## src/rtl/vga_pattern_sequencer.sv

```systemverilog
// rtl/vga_pattern_sequencer.sv - frame-rate pattern mode sequencer with fade-out/switch/fade-in transitions
// Optional feature macro: VGA_SEQ_RANDOM_EN (LFSR-chosen targets for auto transitions).
module vga_pattern_sequencer #(
    parameter int NUM_MODES        = 8,
    parameter int DWELL_FRAMES     = 120,
    parameter int FADE_STEP_FRAMES = 4,
    parameter bit VSYNC_ACTIVE_LOW = 1'b1
) (
    input  logic       clk,
    input  logic       rst_n,
    input  logic       vsync,
    input  logic       auto_en,
    input  logic       btn_next,
    input  logic       btn_prev,
    input  logic       hold,
    output logic [2:0] mode,
    output logic [1:0] fade,
    output logic       frame_tick,
    output logic       mode_changed,
    output logic       busy
);
    typedef enum logic [1:0] {SHOW, FADE_OUT, SWITCH, FADE_IN} state_t;

    localparam logic [2:0] MODE_LAST  = 3'(NUM_MODES - 1);
    localparam logic [9:0] DWELL_LAST = 10'(DWELL_FRAMES - 1);
    localparam logic [3:0] STEP_LAST  = 4'(FADE_STEP_FRAMES - 1);

    state_t     state_q;
    logic       vs_s1_q, vs_s2_q, vs_prev_q;
    logic       nx_s1_q, nx_s2_q, nx_smp_q;
    logic       pv_s1_q, pv_s2_q, pv_smp_q;
    logic       req_q, req_dir_q, dir_q;
    logic [9:0] dwell_q;
    logic [3:0] step_q;
    logic [2:0] mode_q;
    logic [1:0] fade_q;
    logic       tick_q, changed_q, busy_q;
    logic       vs_edge_d, nx_rise_d, pv_rise_d;
    logic [2:0] mode_inc, mode_dec, mode_d;
`ifdef VGA_SEQ_RANDOM_EN
    logic [7:0] lfsr_q, lfsr_d;
    logic       rnd_q;
    logic [2:0] cand;
`endif

    // Direction encoding: 0 = +1 (next), 1 = -1 (prev).
    always_comb begin
        vs_edge_d = VSYNC_ACTIVE_LOW ? (vs_prev_q & ~vs_s2_q) : (~vs_prev_q & vs_s2_q);
        nx_rise_d = tick_q & nx_s2_q & ~nx_smp_q;
        pv_rise_d = tick_q & pv_s2_q & ~pv_smp_q;
        mode_inc  = (mode_q == MODE_LAST) ? 3'd0 : mode_q + 3'd1;
        mode_dec  = (mode_q == 3'd0) ? MODE_LAST : mode_q - 3'd1;
`ifdef VGA_SEQ_RANDOM_EN
        lfsr_d = {1'b0, lfsr_q[7:1]} ^ (lfsr_q[0] ? 8'hB8 : 8'h00);
        cand   = 3'(32'(lfsr_q[2:0]) % NUM_MODES);
        if (rnd_q) begin
            mode_d = (cand == mode_q) ? mode_inc : cand;
        end else begin
            mode_d = dir_q ? mode_dec : mode_inc;
        end
`else
        mode_d = dir_q ? mode_dec : mode_inc;
`endif
    end

    always_ff @(posedge clk or negedge rst_n) begin
        if (!rst_n) begin
            state_q   <= SHOW;
            vs_s1_q   <= 1'b0;
            vs_s2_q   <= 1'b0;
            vs_prev_q <= 1'b0;
            nx_s1_q   <= 1'b0;
            nx_s2_q   <= 1'b0;
            nx_smp_q  <= 1'b0;
            pv_s1_q   <= 1'b0;
            pv_s2_q   <= 1'b0;
            pv_smp_q  <= 1'b0;
            req_q     <= 1'b0;
            req_dir_q <= 1'b0;
            dir_q     <= 1'b0;
            dwell_q   <= '0;
            step_q    <= '0;
            mode_q    <= '0;
            fade_q    <= '0;
            tick_q    <= 1'b0;
            changed_q <= 1'b0;
            busy_q    <= 1'b0;
`ifdef VGA_SEQ_RANDOM_EN
            lfsr_q    <= 8'hA5;
            rnd_q     <= 1'b0;
`endif
        end else begin
            vs_s1_q   <= vsync;
            vs_s2_q   <= vs_s1_q;
            vs_prev_q <= vs_s2_q;
            nx_s1_q   <= btn_next;
            nx_s2_q   <= nx_s1_q;
            pv_s1_q   <= btn_prev;
            pv_s2_q   <= pv_s1_q;
            tick_q    <= vs_edge_d;
            changed_q <= 1'b0;

            case (state_q)
                SHOW: begin
                    if (tick_q) begin
                        if (req_q) begin
                            dir_q   <= req_dir_q;
                            step_q  <= '0;
                            busy_q  <= 1'b1;
                            state_q <= FADE_OUT;
`ifdef VGA_SEQ_RANDOM_EN
                            rnd_q   <= 1'b0;
`endif
                        end else if (auto_en && !hold) begin
                            if (dwell_q == DWELL_LAST) begin
                                dwell_q <= '0;
                                dir_q   <= 1'b0;
                                step_q  <= '0;
                                busy_q  <= 1'b1;
                                state_q <= FADE_OUT;
`ifdef VGA_SEQ_RANDOM_EN
                                rnd_q   <= 1'b1;
`endif
                            end else begin
                                dwell_q <= dwell_q + 10'd1;
                            end
                        end
                    end
                end
                FADE_OUT: begin
                    if (tick_q) begin
                        if (step_q == STEP_LAST) begin
                            step_q <= '0;
                            if (fade_q == 2'd3) begin
                                state_q <= SWITCH;
                            end else begin
                                fade_q <= fade_q + 2'd1;
                            end
                        end else begin
                            step_q <= step_q + 4'd1;
                        end
                    end
                end
                SWITCH: begin
                    mode_q    <= mode_d;
                    changed_q <= 1'b1;
                    step_q    <= '0;
                    state_q   <= FADE_IN;
                end
                FADE_IN: begin
                    if (tick_q) begin
                        if (step_q == STEP_LAST) begin
                            step_q <= '0;
                            fade_q <= fade_q - 2'd1;
                            if (fade_q == 2'd1) begin
                                dwell_q <= '0;
                                busy_q  <= 1'b0;
                                state_q <= SHOW;
                            end
                        end else begin
                            step_q <= step_q + 4'd1;
                        end
                    end
                end
                default: state_q <= SHOW;
            endcase

            // Buttons are only looked at once per frame, which debounces them.
            if (tick_q) begin
                nx_smp_q <= nx_s2_q;
                pv_smp_q <= pv_s2_q;
`ifdef VGA_SEQ_RANDOM_EN
                lfsr_q   <= lfsr_d;
`endif
                if (nx_rise_d != pv_rise_d) begin
                    req_q     <= 1'b1;
                    req_dir_q <= pv_rise_d;
                end else if (state_q == SHOW && req_q) begin
                    req_q <= 1'b0;
                end
            end
        end
    end

    assign mode         = mode_q;
    assign fade         = fade_q;
    assign frame_tick   = tick_q;
    assign mode_changed = changed_q;
    assign busy         = busy_q;
endmodule

```

## config.mk

```make
export PLATFORM = sky130hd
export DESIGN_NAME = vga_pattern_sequencer
export DESIGN_NICKNAME = d
export VERILOG_FILES = /design/src/rtl/vga_pattern_sequencer.sv
export SDC_FILE = /design/constraint.sdc
export NUM_CORES = 1
export LEC_CHECK = 0
export ABC_AREA = 1
export BUFFER_PORTS_ARGS = -buffer_cell sky130_fd_sc_hd__buf_2
export CAP_MARGIN = 25
export CORE_ASPECT_RATIO = 0.5
export CORE_MARGIN = 5
export CORE_UTILIZATION = 59
export CTS_CLUSTER_DIAMETER = 40
export DETAILED_ROUTE_END_ITERATION = 7
export HOLD_SLACK_MARGIN = 0.06
export MAX_ROUTING_LAYER = met4
export PLACE_DENSITY_LB_ADDON = 0.25
export REMOVE_ABC_BUFFERS = 1
export SETUP_SLACK_MARGIN = 0.1
export SYNTH_ARGS = -nofsm -noshare
export SYNTH_HDL_FRONTEND = slang
export SYNTH_SLANG_ARGS = --single-unit
```

## constraint.sdc

```tcl
create_clock -name clk -period 1.7 [get_ports clk]
set_clock_uncertainty 0.2 [all_clocks]
set_input_delay 0.17 -clock clk [delete_from_list [all_inputs] [get_ports clk]]
set_output_delay 0.17 -clock clk [all_outputs]
set_load 0.02 [all_outputs]
```

==> results of run 1 <==
==> state kept, by name, summed over array words and instances (netlist names) <==
name	flops
vs_s1_q	1
nx_s1_q	1
step_q	4
frame_tick	1
vs_prev_q	1
req_q	1
fade	2
mode_changed	1
state_q	2
mode	3
vs_s2_q	1
nx_smp_q	1
pv_s2_q	1
dwell_q	10
pv_smp_q	1
req_dir_q	1
busy	1
pv_s1_q	1
nx_s2_q	1
dir_q	1
==> layout make-up <==
cell class                      instances  area [um^2]
Multi-Input combinational cell        175         1177
Sequential cell                        36        905.9
Fill cell                             211        680.7
Timing Repair Buffer                   44        329.1
Inverter                               32        125.1
Clock buffer                            5        68.82
Tap cell                               51        63.81
Clock inverter                          3        46.29
==> worst reg2reg max path, stage by stage, from the launching register on <==
cell	delay, ps
dfrtp_2	450
inv_2	90
ha_4	170
buf_6	120
buf_4	110
nand3_4	120
buf_4	170
nand4_1	90
nand2_2	70
==> report_power, final <==
group | switching, mW | internal [mW]
Combinational | 1.36 | 1.01
Sequential | 0.227 | 1.08
Clock | 0.339 | 0.442
Total | 1.92 | 2.54
==> synth_stat cells, types with 3 or more instances <==
cell type	number
o21ai_0	9
a21oi_1	4
or2_2	4
dfrtp_1	36
inv_1	29
nand2_2	6
buf_6	3
nand3_1	14
xor2_1	4
nand2_1	67
nor2_4	3
nor2_2	3
o21ai_2	7
ha_1	12
nand4_1	7
nor2_1	17
o21ai_1	5
==> worst paths after layout <==
check / start / endpoint / depth (start not counted)
max: state_q[0]$_DFFE_PN0P_ / state_q[1]$_DFFE_PN0P_ / 8
min: nx_s1_q$_DFF_PN0_ / nx_s2_q$_DFF_PN0_ / 0
max reg2reg: state_q[0]$_DFFE_PN0P_ / state_q[1]$_DFFE_PN0P_ / 8
min reg2reg: nx_s1_q$_DFF_PN0_ / nx_s2_q$_DFF_PN0_ / 0
max in group asynchronous: rst_n / state_q[1]$_DFFE_PN0P_ / 3
min in group asynchronous: rst_n / vs_prev_q$_DFF_PN0_ / 3
==> per-stage QoR <==
step	setup TNS, ps	worst slack, ps	std cells	power (mW)	utilization
floorplan	-207.1	-77.17	243	2.447	-
global placement	-111.9	-56.82	325	2.972	0.6773
detailed placement	-740.9	-163.3	325	3.087	0.6773
CTS	0	16.90	341	4.135	0.7599
global route	-439.8	-82.40	346	4.784	0.7996
finish	0	8.906	346	4.462	0.7996
==> cell usage in the layout (no fill, tap or decap), drive strengths merged <==
cell type / netlist / routed
ha: 12 / 12
nand2: 74 / 74
xnor2: 2 / 2
dfrtp: 36 / 36
o211ai: 2 / 2
clkinvlp: 0 / 1
nand4: 7 / 7
o31ai: 1 / 1
nand3: 16 / 16
or2: 4 / 4
bufinv: 0 / 1
clkbuf: 0 / 5
inv: 32 / 33
buf: 4 / 40
o21ai: 21 / 21
o21bai: 1 / 1
dlygate4sd3: 0 / 4
nor3: 3 / 3
a21oi: 4 / 4
xor2: 4 / 4
o22ai: 1 / 1
nor2: 23 / 23
==> timing repair <==
item / CTS / global route
hold buffers: 4 / 0
endpoints found under the hold margin: 39 / 0
gates resized for setup: 28 / 29
cloned: 0 / 0
buffers inserted: 4 / 5
pin swaps: 16 / 16
setup endpoints to repair: 21 / 21
==> logic make-up (layout without fill, tap and decap cells) <==
kind of cell	Yosys count	after routing	synth area share
and+or+nand+nor	127	127	0.2956
DFF	36	36	0.4361
buffers and inverters	36	84	0.07934
AOI/OAI and AO/OA	30	30	0.09085
adders and majority gates	12	12	0.07268
xor gates and xnor gates	6	6	0.02544
==> layer usage <==
layer  vias to the layer above  part of all wire  global-route usage
met5                         -                 0                   -
met4                         0             0.017             0.06954
met3                        10             0.052             0.04624
met2                        55              0.51              0.3854
met1                       865              0.42              0.2599
li1                        888                 -                   -
==> impl_metrics.toml, run 1 <==
[timing]
post-route-min-period_ps = 1691
fmax_mhz = 591.3
finalSetupViolCount = 0
timing.hold.ws_ps = 154.6
maxSlewHeadroom = 0.6934
rsz0062_at_grt = "true"
finalHoldViolations = 0
drv_slew = 0
post-route-period-util = 0.9948
max_slew.worst_pin.slew_ps = 459.9

[grt]
grt_pass1_vias = 1826
track_usage = 0.2204
grt_start_max_net_pins = 37
antenna_found_initial = 0
grt_first_pass_wirelength_mm = 8.121
grt_overflow = 0

[clocking]
cts_sinks = 36
htreeDepth = 2
cts_tree = "done"
cts_buffer_depth = 2
cts_root_buf = "clkbuf_8"
insertion_delay_ps = 290
cts_buffers = 5
clk_pin_slew_ps = 80

[floorplanning]
ios = 15
die_x_um = 93.68
core_area_um2 = 3397
initial_core_util = 0.6081
die_area_um2 = 4856
die_y_um = 51.84
num_rows = 15

[worst_setup_path]
cp-end-kind = "flop"
cp-start-kind = "flop"
cp.required_ps = 1680
slowest_stage = "dfrtp_2"
path_cells = "inv_2 -> ha_4 -> buf_6 -> buf_4 -> nand3_4 -> buf_4 -> nand4_1 -> nand2_2"
max_stage_delay_ps = 450
path_delay_family = "buffers and inverters"
path_max_fanout = 6
cp_common_cell = "buf_4"
rrSetupSlack_ps = 9
timing.critical_path.buf_inv = 4
worst_ep_arrival_time_ps = 1680
crit_type = "flop to flop"

[logic_synthesis]
yosys.area.top_type = "dfrtp_1"
postSynthAreaPerCell_um2 = 8.363
synth-edff-count = 0
syn_inst = 247
yosysSeqAreaShare = 0.4361
yosys_warnings = 0
synthTopCellsByArea = "dfrtp_1, nand2_1, ha_1"
syn_area_um2 = 2066
synth_top_area_frac = 0.4361
ys_seq_elements = 36
async_flop_share = 1.000
synth_flop_cell = "dfrtp_1"
ys_types = 29

[layout]
num_antenna_cells = 0
final_cell_area_um2 = 2716
syn_to_final_growth_pct = 31.50
finalNetCount = 313
final_layout_size_suffix_gt1_frac = 0.3966

[detailed_routing]
drt.antenna.violating_nets = 0
drtIter0Drc = 108
finalWirelength_mm = 4.892
wl_per_cell_um = 14.14
drc = 0
vias = 1818
vias_per_cell = 5.254
drt_first_pass_iters = 4

[power_and_ir_drop]
power.leakage_nw = 1.283
p_per_area_nw_per_um2 = 1643
peakVddDrop_uv = 1144

[status]
status = "finished clean"

[place]
numPortBuffers = 14
place.gp.congestion = 0.8569
hpwl_mm = 3.004
place_area_um2 = 2301

[run]
drv_cap = 0

[worst_hold_path]
hp-class = "flop to flop"
Power figures use the tool's default switching activity.
==> inputs of run 2 (changes only) <==
--- a/config.mk
+++ b/config.mk
@@ -5,7 +5,6 @@
 export SDC_FILE = /design/constraint.sdc
 export NUM_CORES = 1
 export LEC_CHECK = 0
-export ABC_AREA = 1
 export BUFFER_PORTS_ARGS = -buffer_cell sky130_fd_sc_hd__buf_2
 export CAP_MARGIN = 25
 export CORE_ASPECT_RATIO = 0.5
==> run 2 against run 1 <==
  * The flow now finishes with violations (negative setup slack)
  * Sequential power is 6% lower
  * Total power fell by 1.7%
  * Combinational power is essentially flat
  * Global-route usage is 5.0 points higher
  * Hold slack better by 2.1 ps
  * First-iteration DRC count increased by 16%
  * Die area is 6.0% lower
  * Critical path type unchanged
==> impl_metrics.toml, run 2 <==
[timing]
max_slew.worst_pin.slew_ps = 296.6
setup_slack_ps = -295.4
fmax_mhz = 501.2
post-route-min-period_ps = 1995
timing.hold.ws_ps = 156.7
maxSlewHeadroom = 0.8022
setup_tns_ps = -3772
drv_slew = 0
finalSetupViolCount = 20
post-route-period-util = 1.174
rsz0062_at_grt = "true"
finalHoldViolations = 0

[layout]
final_common_cell = "buf_4"
finalNetCount = 264
fill_cells = 123
layout_common_cells = "buf_4, dfrtp_1, nand2_1"
num_antenna_cells = 0
top_register = "dwell_q"
utilization = 0.8841
syn_to_final_growth_pct = 41.20
final_cell_area_um2 = 2710
final_layout_size_suffix_gt1_frac = 0.4472
layoutNonFillerInstCount = 286
largest_register_ff_count = 10

[worst_setup_path]
cp-start-kind = "flop"
path_cells = "buf_4 -> buf_4 -> ha_4 -> nand4bb_1 -> a221oi_2 -> o21ai_2 -> buf_4 -> mux2i_2"
cp-end-kind = "flop"
max_stage_delay_ps = 390
cp.required_ps = 1710
slowest_stage = "dfrtp_1"
path_max_fanout = 3
worst_ep_arrival_time_ps = 2000
crit_type = "flop to flop"
cp_common_cell = "buf_4"

[floorplanning]
initial_core_util = 0.6261
die_y_um = 50.33
num_rows = 14
die_area_um2 = 4563
die_x_um = 90.66
core_area_um2 = 3065
ios = 15

[grt]
grt_pass1_vias = 1916
track_usage = 0.2704
grt_start_max_net_pins = 37
antenna_found_initial = 0
grt_first_pass_wirelength_mm = 9.390
grt_overflow = 0

[clocking]
clk_pin_slew_ps = 80
cts_sinks = 36
insertion_delay_ps = 300
cts_buffer_depth = 2
htreeDepth = 2
cts_buffers = 5
cts_tree = "done"
cts_root_buf = "clkbuf_8"

[power_and_ir_drop]
peakVddDrop_uv = 1389
fin_total_pwr_mw = 4.387
swShare = 0.3980
power.internal_mw = 2.641
power.leakage_nw = 1.208
pwr-share-comb = 0.547
pwr-share-clk = 0.173
p_sw_mw = 1.746
pwr-share-seq = 0.280
p_per_area_nw_per_um2 = 1619

[detailed_routing]
wl_met2_mm = 2.665
wl_per_cell_um = 19.61
drt.antenna.violating_nets = 0
finalWirelength_mm = 5.608
drtIter0Drc = 125
vias = 1826
vias_per_cell = 6.385
drt_first_pass_iters = 4
top_layer = "met4"
drc = 0
routed-wl-met3_um = 420
wl_met1_mm = 2.267

[logic_synthesis]
yosysSeqAreaShare = 0.4694
postSynthAreaPerCell_um2 = 10.66
synth_top_area_frac = 0.4694
ys_seq_elements = 36
synthTopCellsByCount = "dfrtp_1, nand2_1, ha_1"
syn_inst = 180
yosys.area.top_type = "dfrtp_1"
yosys_warnings = 0
async_flop_share = 1.000
synth_flop_cell = "dfrtp_1"
synth-edff-count = 0
synth.most_common_cell = "dfrtp_1"
ys_types = 51
synthTopCellsByArea = "dfrtp_1, ha_1, nand2_1"
syn_area_um2 = 1919

[status]
violations = "negative setup slack"
status = "finished with violations"

[place]
preCtsSetupSlack_ps = -394.2
place.gp.congestion = 0.8385
numPortBuffers = 14
hpwl_mm = 2.934
place_area_um2 = 2327
dp_cells = 270

[run]
drv_cap = 0

[worst_hold_path]
hp-class = "input pin to asynchronous set/reset pin"
-- run 2: cell count changes after synthesis, moves of 4 or more --
cell / delta
nand2_2: -6
nand2_1: -50
nor2_1: -9
nor2b_1: +5
o31ai_1: +4
nand4_1: -7
o21ai_2: -6
and2_1: +4
nand3_1: -8
inv_1: -21
-- run 2: layout make-up --
cell class	instances	area (um^2)	share of cell area
flip-flops and latches	36	902.1	0.3329
multi-input cells	130	1134	0.4183
inverters	8	30.03	0.01108
well taps	40	50.05	0.01847
clock inverters	3	42.54	0.01570
clock buffers	5	68.82	0.02539
repair buffers	64	483.0	0.1782
-- run 2: logic make-up after synthesis --
family                     after synthesis  synth area share
muxes                                    6           0.03846
and+or+nand+nor                         57            0.1747
AOI/OAI and AO/OA                       52            0.1891
DFF                                     36            0.4694
xor gates and xnor gates                 3           0.01369
adders and majority gates               12           0.07822
buffers and inverters                   14           0.03651
-- run 2: worst paths after layout --
check	start	end	slack, ps	depth (start not counted)
setup reg to reg	fade[1]$_DFFE_PN0P_	state_q[0]$_DFFE_PN0P_	-300	8
setup / recovery	fade[1]$_DFFE_PN0P_	state_q[0]$_DFFE_PN0P_	-300	8
hold / removal	rst_n	dwell_q[0]$_DFFE_PN0P_	160	3
min in group clk	vs_s1_q$_DFF_PN0_	vs_s2_q$_DFF_PN0_	170	0
max in group asynchronous	rst_n	mode[0]$_DFFE_PN0P_	930	3
hold reg to reg	vs_s1_q$_DFF_PN0_	vs_s2_q$_DFF_PN0_	170	0
-- run 2: timing repair --
action,CTS,global route
endpoints found under the setup margin,20,22
gates resized for setup,45,6
endpoints found under the hold margin,39,0
hold buffers,4,0
buffers inserted,3,1
pin swaps,14,8
-- run 2: critical path: cells and delay by family, from the launching register on --
kind	cells	cell delay, ps
fa+ha+maj	1	140
simple gates	1	150
flops	1	390
mux	1	200
compound gates	2	450
buf+inv	3	400
-- run 2: power groups by stage --
| stage | Combinational (mW) | Clock [mW] | Sequential [mW] |
|---|---|---|---|
| 2_1_floorplan | 0.902 | 0 | 1.34 |
| 3_3_place_gp | 1.73 | 0 | 1.20 |
| 3_5_place_dp | 1.78 | 0 | 1.21 |
| 4_1_cts | 2.16 | 0.770 | 1.20 |
| 5_1_grt | 2.55 | 0.824 | 1.25 |
| 6_report | 2.40 | 0.761 | 1.23 |
-- run 2: routing by layer --
layer  vias to the layer above  track usage
met1                       897       0.3079
met4                         0       0.1312
met2                       103       0.4518
li1                        786            -
met3                        40      0.07015
met5                         -            -
==> inputs of run 3 (changes only) <==
--- a/config.mk
+++ b/config.mk
@@ -7,16 +7,15 @@
 export LEC_CHECK = 0
 export BUFFER_PORTS_ARGS = -buffer_cell sky130_fd_sc_hd__buf_2
 export CAP_MARGIN = 25
-export CORE_ASPECT_RATIO = 0.5
 export CORE_MARGIN = 5
 export CORE_UTILIZATION = 59
 export CTS_CLUSTER_DIAMETER = 40
 export DETAILED_ROUTE_END_ITERATION = 7
-export HOLD_SLACK_MARGIN = 0.06
 export MAX_ROUTING_LAYER = met4
 export PLACE_DENSITY_LB_ADDON = 0.25
 export REMOVE_ABC_BUFFERS = 1
 export SETUP_SLACK_MARGIN = 0.1
+export SKIP_LAST_GASP = 1
 export SYNTH_ARGS = -nofsm -noshare
 export SYNTH_HDL_FRONTEND = slang
 export SYNTH_SLANG_ARGS = --single-unit
==> run 3 against run 2 <==
  * The flow still finishes with violations (negative setup slack)
  * Final cell count rose by 2.8%
  * Die area fell by 1.5%
  * Global-route usage rose by 1.4 points
  * Worst setup slack got worse by 43 ps
  * Critical path type unchanged
  * Largest cell class unchanged
  * Largest power group unchanged
==> impl_metrics.toml, run 3 (synthesis gave the netlist of run 2 again) <==
[floorplanning]
die_x_um = 67.04
ios = 15
num_rows = 20
die_area_um2 = 4494
initial_core_util = 0.6236
core_area_um2 = 3078
die_y_um = 67.04

[timing]
timing.hold.ws_ps = 157.2
post-route-min-period_ps = 2038
setup_slack_ps = -338.1
setup_tns_ps = -4445
max_slew.worst_pin.slew_ps = 465.0
drv_slew = 0
finalHoldViolations = 0
post-route-period-util = 1.199
maxSlewHeadroom = 0.6900
fmax_mhz = 490.7
finalSetupViolCount = 20
rsz0062_at_grt = "true"

[worst_setup_path]
worst_ep_arrival_time_ps = 2120
path_delay_family = "compound AO/OA/AOI/OAI gates"
path_max_fanout = 7
crit_type = "flop to flop"
path_cells = "inv_2 -> ha_4 -> nand4bb_1 -> a221o_1 -> nand2b_4 -> o31ai_1"
slowest_stage = "dfrtp_1"
cp.required_ps = 1780
timing.critical_path.buf_inv = 1
max_stage_delay_ps = 430
cp-start-kind = "flop"
cp-end-kind = "flop"

[layout]
num_antenna_cells = 0
top_register = "dwell_q"
regArea_um2 = 900.9
utilization = 0.8805
largest_register_ff_count = 10
layout_common_cells = "buf_4, dfrtp_1, nand2_1"
multi_input_area_um2 = 1145
final_layout_size_suffix_gt1_frac = 0.4640
final_common_cell = "buf_4"
syn_to_final_growth_pct = 41.20
fill_cells = 148
finalNetCount = 268

[power_and_ir_drop]
p_per_area_nw_per_um2 = 1551
peakVddDrop_uv = 1072
fin_total_pwr_mw = 4.203
power.leakage_nw = 1.211

[detailed_routing]
top_layer = "met4"
routed-wl-met3_um = 401
vias = 1851
drt_first_pass_iters = 4
finalWirelength_mm = 5.892
wl_per_cell_um = 20.04
drtIter0Drc = 236
vias_per_cell = 6.296
drc = 0
drt.antenna.violating_nets = 0
wl_met1_mm = 2.299
wl_met2_mm = 2.937

[grt]
grt_pass1_vias = 1846
grt_overflow = 0
track_usage = 0.2847
grt_start_max_net_pins = 37
grt_first_pass_wirelength_mm = 9.039
antenna_found_initial = 0

[clocking]
htreeDepth = 2
insertion_delay_ps = 360
cts_root_buf = "clkbuf_4"
clk_pin_slew_ps = 120
cts_buffers = 5
cts_sinks = 36
cts_tree = "done"
cts_buffer_depth = 2

[place]
numPortBuffers = 14
hpwl_mm = 3.236
place.gp.congestion = 0.8770

[status]
violations = "negative setup slack"
status = "finished with violations"

[run]
drv_cap = 0

[worst_hold_path]
hp-class = "input pin to asynchronous set/reset pin"
==> run 3: path summary, 6_finish.rpt <==
kind	slack (ps)	depth (start not counted)	startpoint	endpoint
setup / recovery	-340	6	state_q[0]$_DFFE_PN0P_	dwell_q[4]$_DFFE_PN0P_
min in group clk	160	0	pv_s1_q$_DFF_PN0_	pv_s2_q$_DFF_PN0_
setup reg to reg	-340	6	state_q[0]$_DFFE_PN0P_	dwell_q[4]$_DFFE_PN0P_
max in group asynchronous	800	3	rst_n	nx_smp_q$_DFFE_PN0P_
hold reg to reg	160	0	pv_s1_q$_DFF_PN0_	pv_s2_q$_DFF_PN0_
hold / removal	160	3	rst_n	mode[2]$_DFFE_PN0P_
==> run 3: tightest hold or removal path: stages <==
cell and delay (ps):
dlygate4sd3_1 520, buf_2 90, buf_4 390
==> run 3: metal layers <==
layer / up-vias / GRT usage
met1: 932 / 0.3110
met3: 30 / 0.07757
met5: - / -
met2: 89 / 0.4724
li1: 800 / -
met4: 0 / 0.1468
==> run 3: through the flow <==
step,worst slack (ps),instances,cell area [um^2]
floorplan,-423.7,174,1879
global placement,-237.4,277,2342
detailed placement,-327.0,277,2342
CTS,-211.2,293,2656
global route,-400.5,294,2710
finish,-338.1,294,2710
==> run 3: final cells by class <==
type | instances | area share
multi-input combinational | 130 | 0.4224
clock inverter | 3 | 0.008772
inverter | 8 | 0.01108
clock buffer | 5 | 0.01385
timing repair buffer | 68 | 0.1911
tap | 44 | 0.02031
sequential | 36 | 0.3324
==> run 3: what timing repair did <==
item                       4_1_cts  5_1_grt
hold endpoints to repair        39        0
setup endpoints to repair       20       22
hold buffers                     4        0
pin swaps                       15        8
setup buffers                    6        1
resized for setup               44       13
==> run 3: report_power, final <==
group,switching (mW),total (mW),internal [mW]
logic,1.27,2.48,1.21
clock network,0.328,0.490,0.162
registers,0.176,1.23,1.05
